File: config.mk
export PLATFORM = sky130hd
export DESIGN_NAME = cb_config_loader_flat
export DESIGN_NICKNAME = d
export VERILOG_FILES = /design/src/rtl/cb_config_loader_if.sv /design/src/rtl/cb_config_loader.sv /design/src/flat_wrapper.sv
export SDC_FILE = /design/constraint.sdc
export NUM_CORES = 1
export LEC_CHECK = 0
export CORE_MARGIN = 4
export CORE_UTILIZATION = 45
export DETAILED_ROUTE_END_ITERATION = 12
export GPL_ROUTABILITY_DRIVEN = 0
export GPL_TIMING_DRIVEN = 0
export PLACE_DENSITY = 0.68
export SYNTH_ARGS = -nofsm -noshare
export SYNTH_HDL_FRONTEND = slang
export SYNTH_SLANG_ARGS = --single-unit
File: constraint.sdc
create_clock -name clk -period 5.6 [get_ports clk]
set_input_delay 0.56 -clock clk [delete_from_list [all_inputs] [get_ports clk]]
set_output_delay 0.56 -clock clk [all_outputs]
set_load 0.05 [all_outputs]
File: src/rtl/cb_config_loader_if.sv
// Handshake and configuration-bus bundle between a bitstream source and the
// connection-box configuration loader.
interface cb_config_loader_if #(
    parameter int unsigned CFG_WIDTH = 35
);
    logic                 cfg_start;
    logic                 cfg_valid;
    logic                 cfg_bit;
    logic                 cfg_ready;
    logic                 cfg_busy;
    logic                 cfg_done;
    logic                 cfg_error;
    logic                 sram_valid;
    logic [CFG_WIDTH-1:0] sram_out;

    modport master (
        output cfg_start, cfg_valid, cfg_bit,
        input  cfg_ready, cfg_busy, cfg_done, cfg_error, sram_valid, sram_out
    );

    modport slave (
        input  cfg_start, cfg_valid, cfg_bit,
        output cfg_ready, cfg_busy, cfg_done, cfg_error, sram_valid, sram_out
    );
endinterface

File: src/rtl/cb_config_loader.sv
// Bit-serial configuration loader for one connection box: shifts in a frame
// MSB first, checks an even-parity trailer, and commits only good frames.
module cb_config_loader #(
    parameter int unsigned CFG_WIDTH = 35,
    parameter int unsigned CNT_W     = 6
) (
    input  logic              clk,
    input  logic              reset,
    cb_config_loader_if.slave bus
);

    typedef enum logic [2:0] {
        IDLE,
        SHIFT,
        PARITY,
        COMMIT,
        ERROR
    } state_t;

    localparam logic [CNT_W-1:0] LAST_BIT = CNT_W'(CFG_WIDTH - 1);

    state_t               state_q;
    logic [CFG_WIDTH-1:0] shift_q;
    logic [CNT_W-1:0]     cnt_q;
    logic                 ready_q;
    logic                 busy_q;
    logic                 done_q;
    logic                 error_q;
    logic                 svalid_q;
    logic [CFG_WIDTH-1:0] sram_q;
    logic                 accept;

    assign accept = bus.cfg_valid && ready_q;

    always_ff @(posedge clk) begin
        if (reset) begin
            state_q  <= IDLE;
            shift_q  <= '0;
            cnt_q    <= '0;
            ready_q  <= 1'b0;
            busy_q   <= 1'b0;
            done_q   <= 1'b0;
            error_q  <= 1'b0;
            svalid_q <= 1'b0;
            sram_q   <= '0;
        end else begin
            done_q <= 1'b0;
            case (state_q)
                IDLE: begin
                    if (bus.cfg_start) begin
                        state_q <= SHIFT;
                        shift_q <= '0;
                        cnt_q   <= '0;
                        error_q <= 1'b0;
                        ready_q <= 1'b1;
                        busy_q  <= 1'b1;
                    end
                end
                SHIFT: begin
                    // A restart wins over a bit offered in the same cycle.
                    if (bus.cfg_start) begin
                        shift_q <= '0;
                        cnt_q   <= '0;
                        error_q <= 1'b0;
                    end else if (accept) begin
                        shift_q <= {shift_q[CFG_WIDTH-2:0], bus.cfg_bit};
                        cnt_q   <= cnt_q + CNT_W'(1);
                        if (cnt_q == LAST_BIT) begin
                            state_q <= PARITY;
                        end
                    end
                end
                PARITY: begin
                    if (bus.cfg_start) begin
                        state_q <= SHIFT;
                        shift_q <= '0;
                        cnt_q   <= '0;
                        error_q <= 1'b0;
                    end else if (accept) begin
                        ready_q <= 1'b0;
                        if ((^shift_q ^ bus.cfg_bit) == 1'b0) begin
                            state_q <= COMMIT;
                        end else begin
                            state_q <= ERROR;
                            busy_q  <= 1'b0;
                        end
                    end
                end
                COMMIT: begin
                    sram_q   <= shift_q;
                    svalid_q <= 1'b1;
                    done_q   <= 1'b1;
                    busy_q   <= 1'b0;
                    state_q  <= IDLE;
                end
                ERROR: begin
                    error_q <= 1'b1;
                    busy_q  <= 1'b0;
                    state_q <= IDLE;
                end
                default: begin
                    state_q <= IDLE;
                    ready_q <= 1'b0;
                    busy_q  <= 1'b0;
                end
            endcase
        end
    end

    assign bus.cfg_ready  = ready_q;
    assign bus.cfg_busy   = busy_q;
    assign bus.cfg_done   = done_q;
    assign bus.cfg_error  = error_q;
    assign bus.sram_valid = svalid_q;
    assign bus.sram_out   = sram_q;

endmodule
File: src/flat_wrapper.sv
// flat-port wrapper written by rule: the top's interface ports become plain ports
module cb_config_loader_flat 
#(
    parameter int unsigned CFG_WIDTH = 35,
    parameter int unsigned CNT_W     = 6
)
  (clk, reset, bus_cfg_start, bus_cfg_valid, bus_cfg_bit, bus_cfg_ready, bus_cfg_busy, bus_cfg_done, bus_cfg_error, bus_sram_valid, bus_sram_out);
  cb_config_loader_if #(.CFG_WIDTH(CFG_WIDTH)) bus_i ();
  input  logic clk;
  input  logic reset;
  input wire logic [$bits(bus_i.cfg_start)-1:0] bus_cfg_start;
  input wire logic [$bits(bus_i.cfg_valid)-1:0] bus_cfg_valid;
  input wire logic [$bits(bus_i.cfg_bit)-1:0] bus_cfg_bit;
  output wire logic [$bits(bus_i.cfg_ready)-1:0] bus_cfg_ready;
  output wire logic [$bits(bus_i.cfg_busy)-1:0] bus_cfg_busy;
  output wire logic [$bits(bus_i.cfg_done)-1:0] bus_cfg_done;
  output wire logic [$bits(bus_i.cfg_error)-1:0] bus_cfg_error;
  output wire logic [$bits(bus_i.sram_valid)-1:0] bus_sram_valid;
  output wire logic [$bits(bus_i.sram_out)-1:0] bus_sram_out;
  assign bus_i.cfg_start = bus_cfg_start;
  assign bus_i.cfg_valid = bus_cfg_valid;
  assign bus_i.cfg_bit = bus_cfg_bit;
  assign bus_cfg_ready = bus_i.cfg_ready;
  assign bus_cfg_busy = bus_i.cfg_busy;
  assign bus_cfg_done = bus_i.cfg_done;
  assign bus_cfg_error = bus_i.cfg_error;
  assign bus_sram_valid = bus_i.sram_valid;
  assign bus_sram_out = bus_i.sram_out;
  cb_config_loader #(.CFG_WIDTH(CFG_WIDTH), .CNT_W(CNT_W)) u_core (.clk(clk), .reset(reset), .bus(bus_i));
endmodule
# Word-level counts from Yosys, hierarchy flattened
# Index checks and enable logic that the tools add are counted.
[word_totals]
output_inout_bits = 40
word_cells = 69
register_bits = 84
in_bits = 5
[op_classes]
bitwise_logic = 3
n_eq_ne = 16
n_reduce_logical = 13
mux = 27
addsub = 1
[ops]
columns = ["cell", "n"]
rows = [
  ["two-way mux 35 bit", 3],
  ["one-hot mux 35 bit (2 select lines)", 1],
  ["XOR reduction 35 bit", 1],
  ["two-way mux 3 bit", 7],
  ["two-way mux 6 bit", 3],
  ["!= test 2 x 1 -> 1 bit, second input constant", 6],
  ["one-hot mux 6 bit (2 select lines)", 1],
  ["AND reduction 5 bit", 2],
  ["one-hot mux 3 bit (3 select lines)", 1],
  ["two-way mux 1 bit", 8],
  ["adder 6 x 1 -> 6 bit, second input constant", 1],
  ["== test 3 x 2 -> 1 bit, second input constant", 2],
  ["== test 6 bit, second input constant", 1],
  ["!= test 2 bit, second input constant", 3],
  ["!= test 3 x 2 -> 1 bit, second input constant", 2],
  ["one-hot mux 1 bit (3 select lines)", 2],
  ["OR reduction 3 bit", 2],
  ["AND reduction 4 bit", 1],
  ["nonzero test 2 bit", 2],
  ["== test 3 x 1 -> 1 bit, second input constant", 1],
  ["== test 3 bit, second input constant", 1],
  ["zero test 3 bit", 1],
  ["AND reduction 3 bit", 1],
  ["inverter 1 bit", 2],
  ["5 further kinds", 5],
]

# Logic depth before layout (Yosys ltp)
[depth]
depth_word = 6
ltp_mapped = 8
ltp_nobuf = 8

# Worst setup path after synthesis
# Ideal clock, no wire load.
[synth_timing]
kind = "reg-to-reg"
start = "reg u_core.ready_q (netlist: u_core.bus.cfg_ready)"
end = "reg u_core.shift_q[10]"
n_path_buf = 2
setup_time_ns = 0.070
synth_period_minus_slack_ns = 2.060
t_required_ns = 5.530
arrival_time_ns = 1.989
path_stages_with_launch = 7
slack_ns = 3.540
path_cell_list = "dfxtp_1 a31oi_1 a211oi_1 buf_2 buf_1 nand3_1 a21oi_1"
[synth_via]
elab_chain_len = 3
[synth_rtl]
columns = ["element", "line", "rtl"]
rows = [
  ["from (decl)", "cb_config_loader.sv:25", "logic ready_q;"],
  ["from (signal assigned)", "cb_config_loader.sv:40", "ready_q <= 1'b0;"],
  ["from (signal assigned)", "cb_config_loader.sv:55", "ready_q <= 1'b1;"],
  ["from (signal assigned)", "cb_config_loader.sv:80", "ready_q <= 1'b0;"],
  ["logical AND 1 bit", "cb_config_loader.sv:33", "assign accept = bus.cfg_valid && ready_q;"],
  ["!= test 3 x 2 -> 1 bit (no source line)", "n/a", ""],
  ["AND reduction 3 bit (no source line)", "n/a", ""],
  ["to (signal assigned)", "cb_config_loader.sv:66", "shift_q <= {shift_q[CFG_WIDTH-2:0], bus.cfg_bit};"],
  ["to (decl)", "cb_config_loader.sv:23", "logic [CFG_WIDTH-1:0] shift_q;"],
]
# Every way passes these cells.
# A chain may end at the register's enable or synchronous reset.

# Final worst setup path
[layout_timing]
start = "in bus_cfg_valid"
end = "reg u_core.shift_q[7]"
[layout_via]
elab_chain_len = 3
[layout_rtl]
columns = ["element", "line", "rtl"]
rows = [
  ["from (decl)", "flat_wrapper.sv:12", "input wire logic [$bits(bus_i.cfg_valid)-1:0] bus_cfg_valid;"],
  ["logical AND 1 bit", "cb_config_loader.sv:33", ""],
  ["!= test 3 x 2 -> 1 bit (no source line)", "n/a", ""],
  ["AND reduction 3 bit (no source line)", "n/a", ""],
]
# Every way passes these cells.

==> metrics <==
PwrDens 278 mW/mm^2; Pwr Total 1.17 mW; Nets 485; R2R depth 6; combinational share of power 0.046; post_cts resized 0; DRT iter0 DRCs 145; layout cells sized above 1 0.0373; hold_buf cts 0; max-slew violations 0; status finished, final reports clean; Cell Rows 31; Final HPWL DP 5.17 mm; Area Growth Syn to Fin 23.4%; sequential fraction of the synthesis area 0.495; clk_skew 0.00698 ns; Post-DRT Antenna Nets 0; synthesized instance count 424; mux cell area share after synthesis 0; kind of critical path input port to flip-flop; Final Cycle Share 0.456; xor/xnor share of the synthesized area 0.102; clk_lat worst skew 0.34 ns; critical path's slowest cell a211oi_1; Peak VDD IR 0.000172 V; initial antenna violation count 0; Vias/cell 5.03; RSZ-0062 raised after global routing no; Clock Pin Slew Worst Setup and Hold Paths 0.08 ns; Yosys reg bits 84; Post-CTS Setup Inserts 0; Hold Vio Cnt, Final 0; clock sink count 84; GR Overflow Total 0; Port-buffer cells 43; worst-path cell chain clkdlybuf4s50_1, a31oi_1, a211oi_1, buf_2, buf_1, nand3_1, a21oi_1; mean post-synth cell area 8.01 um^2; critical path launch point type input port; largest net degree at the start of global routing 15; Critical R2R Capture u_core.shift_q[7]$_SDFFE_PP0P_; sequential fraction of design power 0.516; Fin Setup TNS 0 ns; R2R Setup Slk 3.36 ns; worst hold stages 2; maximum root-to-sink buffer count 2; CORE AREA 0.00729 mm^2; Die ar. 0.00901 mm^2; Net Switching 256 uW; syn nets 431; total global-route track usage 0.173; CTS buffer count 9; Leak 1.32 nW; Root Driver clkbuf_8; 1st-pass router iterations 4; Final Util 0.575; r2r startpoint u_core.bus.cfg_ready$_SDFFE_PP0P_; Post-Synth Simple-Gate Area 0.223; DIE HEIGHT 94.9 um; Sw Share 0.220; first-pass GRT wire length 12.5 mm; initial core utilization 0.466; Setup crit end kind flip-flop; largest family of logic cells by synthesized area simple AND/OR/NAND/NOR gates; Final Worst Setup Slack 3.04 ns; CTS tree done; Max transition margin 0.565; filler instances 743; Synth cell types 26; DR vias 2,928; vias in the first global route 2,730; WP data required 5.87 ns; Avg WL per Cell 12.4 um; DRC 0; Max Clk Rate 0.391 GHz; Adder-Cell Fraction of Synth Area 0.00736; Compound-Gate Fraction of Synth Area 0.138; # IOs 45; Worst Hold End u_core.bus.sram_out[23]$_SDFFE_PP0P_; Placement Setup Slack 2.68 ns; DRT Wirelength 7.25 mm; clock network fraction of design power 0.439; Antenna diodes 0; Multi-input gate area 0.00160 mm^2; min cycle time layout 2.56 ns; Tightest Pin Transition 0.649 ns; hold path start u_core.bus.sram_out[23]$_SDFFE_PP0P_; setup violators final 0; maximum fanout along the worst path 10; total number of yosys warnings 0; H-tree levels 3; Internal Power 911 uW; max_cap viols 0; HP Class flip-flop to flip-flop; Sequential Area 0.00168 mm^2; cell area after synthesis 0.00340 mm^2; DIE WIDTH 94.9 um; crit-path max cell delay 0.56 ns; WP data arrival 2.83 ns
## sequential cells by signal (all words and copies together), names as in the netlist
| register | flops |
|---|---|
| u_core.shift_q | 35 |
| u_core.bus.sram_valid | 1 |
| u_core.bus.cfg_done | 1 |
| u_core.bus.cfg_ready | 1 |
| u_core.bus.sram_out | 35 |
| u_core.bus.cfg_error | 1 |
| u_core.state_q | 3 |
| u_core.bus.cfg_busy | 1 |
| u_core.cnt_q | 6 |
## metrics by stage
step	hold slack [ns]	instances	area, um^2
finish	0.454	582	4190
global route	0.474	582	4190
CTS	0.457	582	4190
detailed placement	0.445	566	3950
global placement	0.443	566	3950
floorplan	0.458	424	3400
## kinds of logic (layout without fill, tap and decap cells)
kind of cell               after synthesis  count (layout)
and+or+nand+nor                        181             181
buffers and inverters                   31              90
AOI/OAI and AO/OA                       88              88
DFF                                     84              84
xor gates and xnor gates                38              38
adders and majority gates                2               2
## cell usage after synthesis (all sizes together)
cell type	n	area, um^2
a2111oi	1	15.0
a211o	1	8.76
a211oi	3	22.5
a21oi	75	375
a22oi	1	7.51
a31oi	2	12.5
buf	3	13.8
clkbuf	26	97.6
dfxtp	84	1680
ha	2	25.0
inv	2	7.51
nand2	116	435
nand3	36	180
nand4	3	18.8
nor2	17	63.8
nor2b	3	18.8
nor3	2	10.0
nor4b	1	8.76
o21ai	4	20.0
o21bai	1	7.51
or3	1	6.26
or4	2	15.0
xnor2	30	263
xnor3	1	22.5
xor2	7	61.3
## critical path, delay by kind of cell
family / cells / cell delay, ns
buffers and inverters: 3 / 1.27
AND/OR/NAND/NOR: 1 / 0.14
AO/OA/AOI/OAI: 3 / 0.85
## cell usage in the layout, fill, tap and decap left out, drive strengths merged, types with 3 or more instances in the layout
cell / n
o21ai: 4
buf: 3
clkinv: 3
clkbuf: 36
a211oi: 3
dfxtp: 84
nand2: 116
xnor2: 30
a21oi: 75
nand4: 3
nand3: 36
clkdlybuf4s50: 43
nor2b: 3
bufinv: 3
xor2: 7
nor2: 17
## cell type report
class / instances / area share
Sequential cell: 84 / 0.401
Multi-Input combinational cell: 309 / 0.381
Timing Repair Buffer: 43 / 0.103
Clock buffer: 10 / 0.0304
Tap cell: 99 / 0.0295
Clock inverter: 6 / 0.0269
Buffer: 29 / 0.0266
Inverter: 2 / 0.00179
## metal layers
layer  share of wire  global-route usage
met3           0.035              0.0311
met1            0.47               0.220
met4           0.013              0.0685
met5               0                   0
met2            0.48               0.291
## worst max path at each step
stage          slack [ns]                              end  cells past startpoint                              start
2_1_floorplan        3.54  u_core.shift_q[10]$_SDFFE_PP0P_                      6  u_core.bus.cfg_ready$_SDFFE_PP0P_
3_3_place_gp         2.73  u_core.shift_q[10]$_SDFFE_PP0P_                      7                      bus_cfg_valid
3_5_place_dp         2.68  u_core.shift_q[11]$_SDFFE_PP0P_                      7                      bus_cfg_valid
4_1_cts              3.02   u_core.shift_q[7]$_SDFFE_PP0P_                      7                      bus_cfg_valid
5_1_grt              2.85  u_core.shift_q[11]$_SDFFE_PP0P_                      7                      bus_cfg_valid
6_report             3.04   u_core.shift_q[7]$_SDFFE_PP0P_                      7                      bus_cfg_valid
## power by group through the flow
stage          registers (mW)  clock network [mW]  logic, mW
6_report                0.602               0.512     0.0533
2_1_floorplan           0.620                   0     0.0320
5_1_grt                 0.602               0.546     0.0587
3_5_place_dp            0.616                   0     0.0535
3_3_place_gp            0.616                   0     0.0528
4_1_cts                 0.602               0.522     0.0536
Note: power is estimated with default switching activity, not from simulation.
==> RTL change 1 (same flow settings) <==
Encoding of `state_t`: now one-hot (5 bits for 5 states).
--- a/src/rtl/cb_config_loader.sv
+++ b/src/rtl/cb_config_loader.sv
@@ -9,12 +9,12 @@
     cb_config_loader_if.slave bus
 );
 
-    typedef enum logic [2:0] {
-        IDLE,
-        SHIFT,
-        PARITY,
-        COMMIT,
-        ERROR
+    typedef enum logic [4:0] {
+        IDLE   = 5'b00001,
+        SHIFT  = 5'b00010,
+        PARITY = 5'b00100,
+        COMMIT = 5'b01000,
+        ERROR  = 5'b10000
     } state_t;
 
     localparam logic [CNT_W-1:0] LAST_BIT = CNT_W'(CFG_WIDTH - 1);
Behaviour: no difference found for any inputs over 4 cycles, from zero or initial values and one cycle with reset high; so few cycles prove little.
==> RTL change 1 against the unedited design <==
- count of clock-buffer cells in the layout grew 3
- sequential cell count grew 2
- worst setup slack gained 0.28 ns
- hold slack gained 0.0017 ns
- wire length grew 9.7%
- die area grew 6.0%
- maximum frequency grew 12%
- total power shrank 4.8%
- final area grew 3.8%
- sequential power grew 2%
- synthesized area grew 6.5%
- largest cell class is now multi-input gates
- largest power group unchanged
==> RTL change 1: results <==
metrics = {
    "power": {
        "powerClk_mw": 0.409,
        "p_per_area_nw_per_um2": 255,
        "leakagePower_nw": 1.38,
        "pwr-share-comb": 0.077,
        "p_sw_mw": 0.276,
        "ir_worst_vdd_mv": 0.156,
    },
    "route": {
        "drtIter0Drc": 160,
        "num_vias": 3078,
        "avgRoutedWirePerCell_um": 13.1,
        "post_drt_via_cell_ratio": 5.09,
    },
    "placed_design": {
        "placed_cells": 589,
        "place_area_sq_um": 4170,
        "portBuffers": 42,
        "hpwlAfterDp_mm": 5.56,
        "dpl_worst_slack_ns": 2.98,
    },
    "clock_tree": {
        "numCtsBuffers": 9,
        "clock-root-buffer": "clkbuf_8",
        "postCtsSetupBuffers": 0,
        "htree_levels": 3,
        "clk_pin_slew_ns": 0.08,
    },
    "yosys": {
        "seq_area_frac_synth": 0.476,
        "syn_inst": 445,
        "synth_cell_types": 38,
        "synth-async-reset-ratio": 0,
        "synthTopCellsByCount": "nand2_1, dfxtp_1, a21oi_1",
        "synth_area_leaders": "dfxtp_1, nand2_1, a21oi_1, xnor2_1, nand3_1",
    },
    "global_routing": {
        "grt_pass1_wl_mm": 14.0,
        "grt_max_degree": 14,
        "grt_usage": 0.174,
        "first_global_vias": 3030,
        "grt_antenna_before_repair": 0,
    },
    "worst_setup_path": {
        "crit_path_max_fanout": 3,
        "r2r_setup_slack_ns": 3.48,
        "r2r_start": "u_core.state_q[1]",
        "critPathTopFamily": "XOR/XNOR gates",
        "worstSetupEndpoint": "u_core.bus.cfg_busy",
        "worstPathArrival_ns": 2.50,
        "slowest_delay_ns": 0.53,
        "crit_slowest_cell": "clkdlybuf4s50_1",
        "critPathLaunch": "bus_cfg_bit",
        "reg2reg_to": "u_core.shift_q[3]",
    },
    "worst_hold_path": {
        "hold_depth": 2,
        "min_path_type": "register to register",
        "hp-start": "u_core.bus.sram_out[20]",
        "min_to": "u_core.bus.sram_out[20]",
    },
    "outcome": {
        "status": "finished, final reports clean",
    },
    "timing": {
        "hold-worst-slack_ns": 0.456,
        "skew_ns": 0.00502,
        "max_slew.worst_pin.slew_ns": 0.777,
        "final_max_slew_viol_count": 0,
    },
    "finish": {
        "nets": 505,
        "final_layout_size_suffix_gt1_frac": 0.0716,
        "fillers": 756,
    },
}
RTL change 1: final cells by class:
cell class | instances | area, sq um | area share
tap | 102 | 128 | 0.0293
clock buffer | 13 | 169 | 0.0388
multi-input combinational | 325 | 1750 | 0.402
buffer | 31 | 136 | 0.0313
clock inverter | 3 | 17.5 | 0.00402
timing repair buffer | 42 | 420 | 0.0966
sequential | 86 | 1720 | 0.395
inverter | 3 | 11.3 | 0.00259
RTL change 1: cell families after synthesis:
| logic type | synth area share |
|---|---|
| simple gates | 0.228 |
| compound gates | 0.143 |
| flops | 0.476 |
| xor+xnor | 0.103 |
| buf+inv | 0.0408 |
| fa+ha+maj | 0.00691 |
| mux | 0.00311 |
RTL change 1: routing by layer:
metal | GRT usage | routed length [um] | vias up
met5 | 0 | 0 | -
met1 | 0.229 | 3890 | 1414
met2 | 0.285 | 3610 | 69
met4 | 0.0362 | 72 | 0
met3 | 0.0510 | 378 | 7
li1 | - | - | 1588
==> RTL change 2 (config.mk and constraints unchanged) <==
Made on the original files. `CFG_WIDTH` is set to 35 in 3 places; all go to 70.
--- a/src/rtl/cb_config_loader_if.sv
+++ b/src/rtl/cb_config_loader_if.sv
@@ -1,7 +1,7 @@
 // Handshake and configuration-bus bundle between a bitstream source and the
 // connection-box configuration loader.
 interface cb_config_loader_if #(
-    parameter int unsigned CFG_WIDTH = 35
+    parameter int unsigned CFG_WIDTH = 70
 );
     logic                 cfg_start;
     logic                 cfg_valid;
--- a/src/rtl/cb_config_loader.sv
+++ b/src/rtl/cb_config_loader.sv
@@ -1,7 +1,7 @@
 // Bit-serial configuration loader for one connection box: shifts in a frame
 // MSB first, checks an even-parity trailer, and commits only good frames.
 module cb_config_loader #(
-    parameter int unsigned CFG_WIDTH = 35,
+    parameter int unsigned CFG_WIDTH = 70,
     parameter int unsigned CNT_W     = 6
 ) (
     input  logic              clk,
--- a/src/flat_wrapper.sv
+++ b/src/flat_wrapper.sv
@@ -1,7 +1,7 @@
 // flat-port wrapper written by rule: the top's interface ports become plain ports
 module cb_config_loader_flat 
 #(
-    parameter int unsigned CFG_WIDTH = 35,
+    parameter int unsigned CFG_WIDTH = 70,
     parameter int unsigned CNT_W     = 6
 )
   (clk, reset, bus_cfg_start, bus_cfg_valid, bus_cfg_bit, bus_cfg_ready, bus_cfg_busy, bus_cfg_done, bus_cfg_error, bus_sram_valid, bus_sram_out);
Ports: changed (resized bus_sram_out); port bits go from 45 to 80. No check against the original RTL was run, so the function may have changed too.
==> RTL change 2 against the unedited design <==
- sequential cell count up 70
- hold slack about the same
- total power up 90%
- clock skew down 0.0031 ns
- worst setup slack worse by 0.30 ns
- wire length up 91%
- final area up 80%
- maximum frequency down 11%
- via count up 75%
- register-to-register slack worse by 0.40 ns
- combinational power up 42%
- sequential share of layout area up 0.85 points
- synthesized area up 77%
- non-clock buffer count up 57
- largest cell class unchanged
- highest routed layer unchanged
==> RTL change 2: results <==
metrics = {
    "worst_hold_path": {
        "hp-start": "u_core.bus.sram_out[46]",
        "min_to": "u_core.bus.sram_out[46]",
    },
    "finish": {
        "buf_share": 0.129,
        "seq_area_sq_um": 3080,
        "seq_cells": 154,
        "final_layout_size_suffix_gt1_frac": 0.0336,
        "fillers": 1183,
        "nets": 859,
        "clkCellAreaFrac": 0.0703,
        "clock_buffers": 26,
    },
    "placed_design": {
        "hpwlAfterDp_mm": 9.81,
        "placed_cells": 1005,
        "dpl_worst_slack_ns": 2.40,
    },
    "worst_setup_path": {
        "worstPathArrival_ns": 3.20,
    },
    "timing": {
        "max_slew.worst_pin.slew_ns": 0.926,
        "period_share": 0.510,
        "hold-worst-slack_ns": 0.455,
    },
    "global_routing": {
        "grt_usage": 0.192,
        "grt_max_degree": 17,
        "grt_pass1_wl_mm": 23.2,
    },
    "yosys": {
        "synth_cell_types": 28,
        "seq_area_frac_synth": 0.513,
        "synth_nets": 763,
        "synthTopCellsByCount": "nand2_1, dfxtp_1, a21oi_1",
    },
    "route": {
        "avgRoutedWirePerCell_um": 13.4,
    },
    "power": {
        "ir_worst_vdd_mv": 0.219,
    },
    "clock_tree": {
        "clkLatencyLatePin_ns": 0.42,
    },
    "outcome": {
        "status": "finished, final reports clean",
    },
}
RTL change 2: changes by cell type after synthesis, moves of 3 or more:
cell	delta
clkbuf_1	+20
buf_2	+3
nand3_1	-33
nor2_1	-5
xor2_1	+5
a21oi_1	+71
nand2_1	+170
xnor2_1	+30
dfxtp_1	+70
RTL change 2: cell families after synthesis:
| logic type | count (synthesis) | share of synthesized area |
|---|---|---|
| buf+inv | 54 | 0.0348 |
| flops | 154 | 0.513 |
| fa+ha+maj | 2 | 0.00416 |
| compound gates | 159 | 0.137 |
| simple gates | 314 | 0.202 |
| xor+xnor | 73 | 0.109 |
RTL change 2: metal layers:
| layer | GRT usage | vias up |
|---|---|---|
| li1 | - | 2625 |
| met1 | 0.236 | 2373 |
| met2 | 0.321 | 96 |
| met3 | 0.0490 | 23 |
| met4 | 0.0761 | 0 |
| met5 | 0 | - |
RTL change 2: power breakdown:
group	internal, mW	switching [mW]
registers	1.10	0.00288
logic	0.0191	0.0567
clock network	0.638	0.406
total	1.76	0.466
